File: config.mk
export PLATFORM = sky130hd
export DESIGN_NAME = reg_dump_tx
export DESIGN_NICKNAME = d
export VERILOG_FILES = /design/src/rtl/reg_dump_tx.sv
export SDC_FILE = /design/constraint.sdc
export NUM_CORES = 1
export LEC_CHECK = 0
export BUFFER_PORTS_ARGS = -buffer_cell sky130_fd_sc_hd__buf_2
export CORE_MARGIN = 5
export CORE_UTILIZATION = 53
export CTS_BUF_LIST = sky130_fd_sc_hd__clkbuf_4
export DETAILED_ROUTE_END_ITERATION = 10
export PLACE_DENSITY_LB_ADDON = 0.12
export SKIP_LAST_GASP = 1
export SLEW_MARGIN = 20
export SYNTH_ARGS = -nofsm -noshare
export SYNTH_HDL_FRONTEND = slang
export SYNTH_SLANG_ARGS = --single-unit
File: constraint.sdc
create_clock -name CLK -period 1.6 [get_ports CLK]
set_input_delay 0.16 -clock CLK [delete_from_list [all_inputs] [get_ports CLK]]
set_output_delay 0.16 -clock CLK [all_outputs]
set_load 0.01 [all_outputs]
File: src/rtl/reg_dump_tx.sv
// rtl/reg_dump_tx.sv - serial 8N1 dump of a register file's debug read port
// Optional sync-byte header (0xA5) enabled by defining REG_DUMP_HEADER_EN.
`timescale 1ns/1ps
module reg_dump_tx #(
  parameter int CLKS_PER_BIT = 16,
  parameter int NUM_REGS     = 4,
  parameter int SEL_WIDTH    = 2
) (
  input  logic                 CLK,
  input  logic                 Reset,
  input  logic                 Start,
  input  logic [7:0]           RegData,
  output logic [SEL_WIDTH-1:0] RegSel,
  output logic                 TxD,
  output logic                 Busy,
  output logic                 Done
);

  localparam int CW = (CLKS_PER_BIT > 1) ? $clog2(CLKS_PER_BIT) : 1;
  localparam logic [CW-1:0]        BAUD_LAST = CW'(CLKS_PER_BIT - 1);
  localparam logic [SEL_WIDTH-1:0] SEL_LAST  = SEL_WIDTH'(NUM_REGS - 1);

`ifdef REG_DUMP_HEADER_EN
  typedef enum logic [2:0] {S_IDLE, S_LOAD, S_START, S_DATA, S_STOP, S_HDR_LOAD} state_t;
`else
  typedef enum logic [2:0] {S_IDLE, S_LOAD, S_START, S_DATA, S_STOP} state_t;
`endif

  state_t               state_q;
  logic [CW-1:0]        baud_q;
  logic [2:0]           bit_q;
  logic [7:0]           shift_q;
  logic [SEL_WIDTH-1:0] idx_q;
  logic                 txd_q;
  logic                 busy_q;
  logic                 done_q;
`ifdef REG_DUMP_HEADER_EN
  logic                 hdr_q;
`endif

  always_ff @(posedge CLK) begin
    if (Reset) begin
      state_q <= S_IDLE;
      baud_q  <= '0;
      bit_q   <= '0;
      shift_q <= '0;
      idx_q   <= '0;
      txd_q   <= 1'b1;
      busy_q  <= 1'b0;
      done_q  <= 1'b0;
`ifdef REG_DUMP_HEADER_EN
      hdr_q   <= 1'b0;
`endif
    end else begin
      done_q <= 1'b0;
      case (state_q)
        S_IDLE: begin
          txd_q  <= 1'b1;
          busy_q <= 1'b0;
          if (Start) begin
            idx_q  <= '0;
            busy_q <= 1'b1;
            baud_q <= '0;
            bit_q  <= '0;
`ifdef REG_DUMP_HEADER_EN
            state_q <= S_HDR_LOAD;
`else
            state_q <= S_LOAD;
`endif
          end
        end
        // RegData is sampled only here, so later writes never touch the byte in flight
        S_LOAD: begin
          shift_q <= RegData;
`ifdef REG_DUMP_HEADER_EN
          hdr_q   <= 1'b0;
`endif
          txd_q   <= 1'b0;
          baud_q  <= '0;
          state_q <= S_START;
        end
`ifdef REG_DUMP_HEADER_EN
        S_HDR_LOAD: begin
          shift_q <= 8'hA5;
          hdr_q   <= 1'b1;
          txd_q   <= 1'b0;
          baud_q  <= '0;
          state_q <= S_START;
        end
`endif
        S_START: begin
          if (baud_q == BAUD_LAST) begin
            baud_q  <= '0;
            bit_q   <= '0;
            txd_q   <= shift_q[0];
            state_q <= S_DATA;
          end else begin
            baud_q <= baud_q + CW'(1);
          end
        end
        S_DATA: begin
          if (baud_q == BAUD_LAST) begin
            baud_q <= '0;
            if (bit_q == 3'd7) begin
              bit_q   <= '0;
              txd_q   <= 1'b1;
              state_q <= S_STOP;
            end else begin
              shift_q <= shift_q >> 1;
              txd_q   <= shift_q[1];
              bit_q   <= bit_q + 3'd1;
            end
          end else begin
            baud_q <= baud_q + CW'(1);
          end
        end
        S_STOP: begin
          if (baud_q == BAUD_LAST) begin
            baud_q <= '0;
            bit_q  <= '0;
`ifdef REG_DUMP_HEADER_EN
            if (hdr_q) begin
              hdr_q   <= 1'b0;
              state_q <= S_LOAD;
            end else
`endif
            if (idx_q == SEL_LAST) begin
              state_q <= S_IDLE;
              busy_q  <= 1'b0;
              done_q  <= 1'b1;
            end else begin
              idx_q   <= idx_q + SEL_WIDTH'(1);
              state_q <= S_LOAD;
            end
          end else begin
            baud_q <= baud_q + CW'(1);
          end
        end
        default: state_q <= S_IDLE;
      endcase
    end
  end

  assign RegSel = idx_q;
  assign TxD    = txd_q;
  assign Busy   = busy_q;
  assign Done   = done_q;

endmodule

# == Word level (Yosys, flattened, before mapping) ==
# Cells that the tools add are included.
# op_classes
add_sub_neg,3
n_eq_ne,16
muxes,31
bitwise,2
n_reduce_logical,16
# ops
operator,count
3-bit 2-to-1 mux,9
8-bit 2-to-1 mux,2
"2-bit != test, second input constant",8
8-bit one-hot mux with 2 select lines,1
3-bit one-hot mux with 5 select lines,1
4-bit one-hot mux with 3 select lines,1
3-bit one-hot mux with 3 select lines,1
3-bit AND reduction,3
1-bit 2-to-1 mux,8
4-bit 2-to-1 mux,2
4-bit AND reduction,2
"3-bit by 2-bit == test with 1-bit output, second input constant",2
"3-bit == test, second input constant",2
2-bit 2-to-1 mux,3
3-bit nonzero test,2
3-bit OR reduction,2
5-bit AND reduction,1
"4-bit by 1-bit adder with 4-bit output, second input constant",1
"4-bit == test, second input constant",1
1-bit one-hot mux with 4 select lines,1
2-bit one-hot mux with 2 select lines,1
2-bit nonzero test,2
4-bit nonzero test,1
"3-bit by 1-bit adder with 3-bit output, second input constant",1
other kinds (9),10
# word_totals
reg_bits,23
input_bits,11
out_inout_bits,5
elab_cells,76

# == Depth between registers and ports, before layout ==
# depth
depth_word,4
mapped_depth,7
ltp_nobuf,5

# == Worst setup path after synthesis ==
# Ideal clock, no wire load.
# synth_path
path_type,flip-flop to flip-flop
start,register baud_q[0]
end,register bit_q[0]
setup_ns,0.072
arrival_ns,1.468
required_ns,1.528
path_slack_ns,0.060
stages_incl_launch_ff,6
n_path_buf,1
synth_period_minus_slack_ns,1.540
path_cell_list,dfxtp_1 > ha_1 > and3_2 > buf_6 > o311ai_2 > mux2i_1
# synth_between
elab_chain_cells,3
elab_cells_between_ends,4
cone_classes,eq/ne (3); reduce/logical (1)
# synth_lines
element,line,source
start: declaration,30,logic [CW-1:0] baud_q;
start signal: assignment,98,baud_q <= baud_q + CW'(1);
start signal: assignment,114,baud_q <= baud_q + CW'(1);
start signal: assignment,136,baud_q <= baud_q + CW'(1);
4-bit == test *,"92, 102, 118",
2-bit by 1-bit != test with 1-bit output (no source line) or 2-bit != test (tied branches),-,
4-bit AND reduction (no source line) *,-,
end signal: assignment,111,bit_q <= bit_q + 3'd1;
end: declaration,31,logic [2:0] bit_q;
# Mark *: on every way between the ends. The rest lies on a longest branch, timed or not.
# A chain may end at the register's enable or synchronous reset.

# == Worst setup path in the final report ==
# layout_path
start,register baud_q[1]
end,"register idx_q[0], in the netlist RegSel[0]"
# layout_between
elab_chain_cells,3
# layout_lines
element,line,source
4-bit == test,118,if (baud_q == BAUD_LAST) begin
2-bit != test (no source line),-,
4-bit AND reduction (no source line),-,
end signal: assignment,132,idx_q <= idx_q + SEL_WIDTH'(1);
end: declaration,33,logic [SEL_WIDTH-1:0] idx_q;
# Every way passes these cells.

==> flow_summary.yaml <==
status:
  status: "completed"
die:
  num_rows: 18
  initial_core_util: 0.544
  die_h_um: 59.7
  num_io_pins: 16
  coreArea_um2: 2410
  die_area_um2: 3570
  die_x_um: 59.7
worst_setup_path:
  arrival_ns: 1.76
  start_kind: "flip-flop"
  slowest_delay_ns: 0.38
  endpoint_kind: "flip-flop"
  path_cells: "ha_2, nand3_2, nor3_4, mux2_1, nor2_1"
  r2r_setup_slack_ns: 0.11
  critPathLaunch: "baud_q[1]"
  timing.rr.end: "RegSel[0]"
  cp_slowest_cell: "dfxtp_1"
  worstPathRequired_ns: 1.86
  ff2ff_path_depth: 5
  crit_fanout: 6
  reg2reg_from: "baud_q[1]"
  path_class: "flip-flop to flip-flop"
finish:
  nFillCells: 236
  final_layout_size_suffix_gt1_frac: 0.248
  fin_cells: 195
  finalNetCount: 181
  layout_common_cells: "dfxtp_1, nand3_1, a21oi_1"
  layout_commonest_cell: "dfxtp_1"
  antenna_cells: 0
  synthToLayoutAreaGrowth_pct: 10.0
sta:
  slew_viol_final: 0
  slew-limit-headroom: 0.706
  post-route-period-util: 0.934
  hold_viol: 0
  setup_viol: 0
  fmax_ghz: 0.670
  rsz0062_at_grt: "false"
  fin_crit_ns: 1.49
  worst_slew_pin_slew_ns: 0.440
  clock_skew_ns: 0.00323
  holdWs_ns: 0.254
  setup_tns_ns: 0
cts:
  cts.path.max_buffers: 2
  cts_tree: "yes"
  cts_setup_buffers: 0
  clk_latency_ns: 0.32
  root_buffer: "clkbuf_4"
  clk_pin_slew_ns: 0.12
  clock-sinks: 23
  h-tree-depth: 1
  numCtsBuffers: 3
power_and_ir_drop:
  powerDensity_nw_per_um2: 819
  p_switching_uw: 351
  sw_frac_of_total: 0.297
  clockPowerShare: 0.250
  ir_worst_vdd_mv: 0.537
  intPower_uw: 829
  combPwrFrac: 0.211
  power.leakage_uw: 0.000513
  power_uw: 1180
  seq_power_share: 0.539
logic_synthesis:
  synth_edf_count: 0
  syn_avg_cell_area_um2: 8.68
  synth-seq-area-share: 0.351
  netlist_instances: 151
  synth_seq_cells: 23
  async_reset_ff_frac: 0
  synth_cell_types: 42
  ys.flop_type: "dfxtp_1"
  synth_nets: 166
  syn_area_um2: 1310
  ys_warn_count: 0
min_path:
  hp-start: "Reset"
  hold-path-cell-count: 2
  hp-class: "input port to flip-flop"
  holdPathEnd: "baud_q[1]"
placed_design:
  io_buffers: 15
  place_congestion: 0.755
  dpl.hpwl_um: 1970
  dp_cells: 191
flow_run:
  maxCapViolCount: 0
grt:
  grt_util_all_layers: 0.163
  grt_max_degree: 24
  grt_antenna_before_repair: 0
  grt_pass1_vias: 1067
  overflow: 0
  grt_pass1_wl_um: 4600
drt:
  drt-total-wl_um: 2760
  drcViolationCount: 0
  wire_per_inst_um: 14.1
  drtPass1Iterations: 4
  drtIter0Drc: 40
  ant_nets: 0
  avgViaCountPerCell: 5.97
  dr_total_vias: 1164
power by group through the flow:
stage / sequential [uW] / combinational (uW) / clock, uW
floorplan: 648 / 189 / 0
global placement: 646 / 233 / 0
finish: 636 / 249 / 295
global route: 642 / 276 / 317
detailed placement: 649 / 237 / 0
CTS: 636 / 246 / 299
per-layer routing:
metal  up-vias  part of all wire  GRT usage
li1        582                 -          -
met1       563              0.46      0.216
met2        17              0.49      0.275
met3         2             0.037     0.0259
met4         0            0.0076     0.0380
met5         -                 0          0
cell usage after synthesis (3+ instances only):
cell | count | share of area
dfxtp_1 | 23 | 0.35
nand3_1 | 17 | 0.065
a21oi_1 | 16 | 0.061
nor2_1 | 10 | 0.029
a31oi_1 | 9 | 0.043
nand2_1 | 8 | 0.023
nor3b_1 | 8 | 0.046
nand2b_1 | 6 | 0.029
buf_6 | 5 | 0.043
o21ai_0 | 5 | 0.019
ha_1 | 4 | 0.038
buf_2 | 3 | 0.011
inv_1 | 3 | 0.0086
mux2i_1 | 3 | 0.023
stage by stage:
stage / utilization / area [um2] / setup slack, ns
2_1_floorplan: - / 1310 / 0.0601
3_3_place_gp: 0.575 / 1390 / 0.0577
3_5_place_dp: 0.575 / 1390 / -0.0475
4_1_cts: 0.591 / 1430 / 0.00690
5_1_grt: 0.598 / 1440 / 0.00696
6_report: 0.598 / 1440 / 0.106
kinds of logic (layout without fill, tap and decap cells):
kind of cell    after synthesis  after routing  synth area share
compound gates               42             42             0.213
xor+xnor                      1              1           0.00669
fa+ha+maj                     4              4            0.0382
buf+inv                      14             28            0.0716
flops                        23             23             0.351
mux                           4              4            0.0315
simple gates                 63             63             0.288
worst max path at each step:
stage	end	slack (ns)	cells past startpoint
2_1_floorplan	bit_q[0]	0.06	5
3_3_place_gp	bit_q[2]	0.06	4
3_5_place_dp	bit_q[1]	-0.05	4
4_1_cts	bit_q[1]	0.007	4
5_1_grt	RegSel[0]	0.007	5
6_report	RegSel[0]	0.11	5
repair_timing:
item	4_1_cts	5_1_grt
gates resized for setup	1	7
gates cloned	0	0
hold buffers	0	0
endpoints found under the setup margin	3	14
worst max-delay path, delay by kind of cell, from the launching register on:
| kind | cells | cell delay, ns |
|---|---|---|
| fa+ha+maj | 1 | 0.22 |
| flops | 1 | 0.38 |
| mux | 1 | 0.33 |
| simple gates | 3 | 0.51 |
final cells by class:
cell class | instances | area [um2] | area share
multi-input combinational | 114 | 781 | 0.542
tap | 30 | 37.5 | 0.0260
sequential | 23 | 462 | 0.320
timing repair buffer | 21 | 120 | 0.0833
inverter | 3 | 11.3 | 0.00781
clock buffer | 4 | 30.0 | 0.0208
sequential cells by signal (all words and copies together) (netlist names):
name     cells
shift_q      8
Done         1
state_q      3
baud_q       4
RegSel       2
TxD          1
bit_q        3
Busy         1
(Power assumes the default switching activity.)
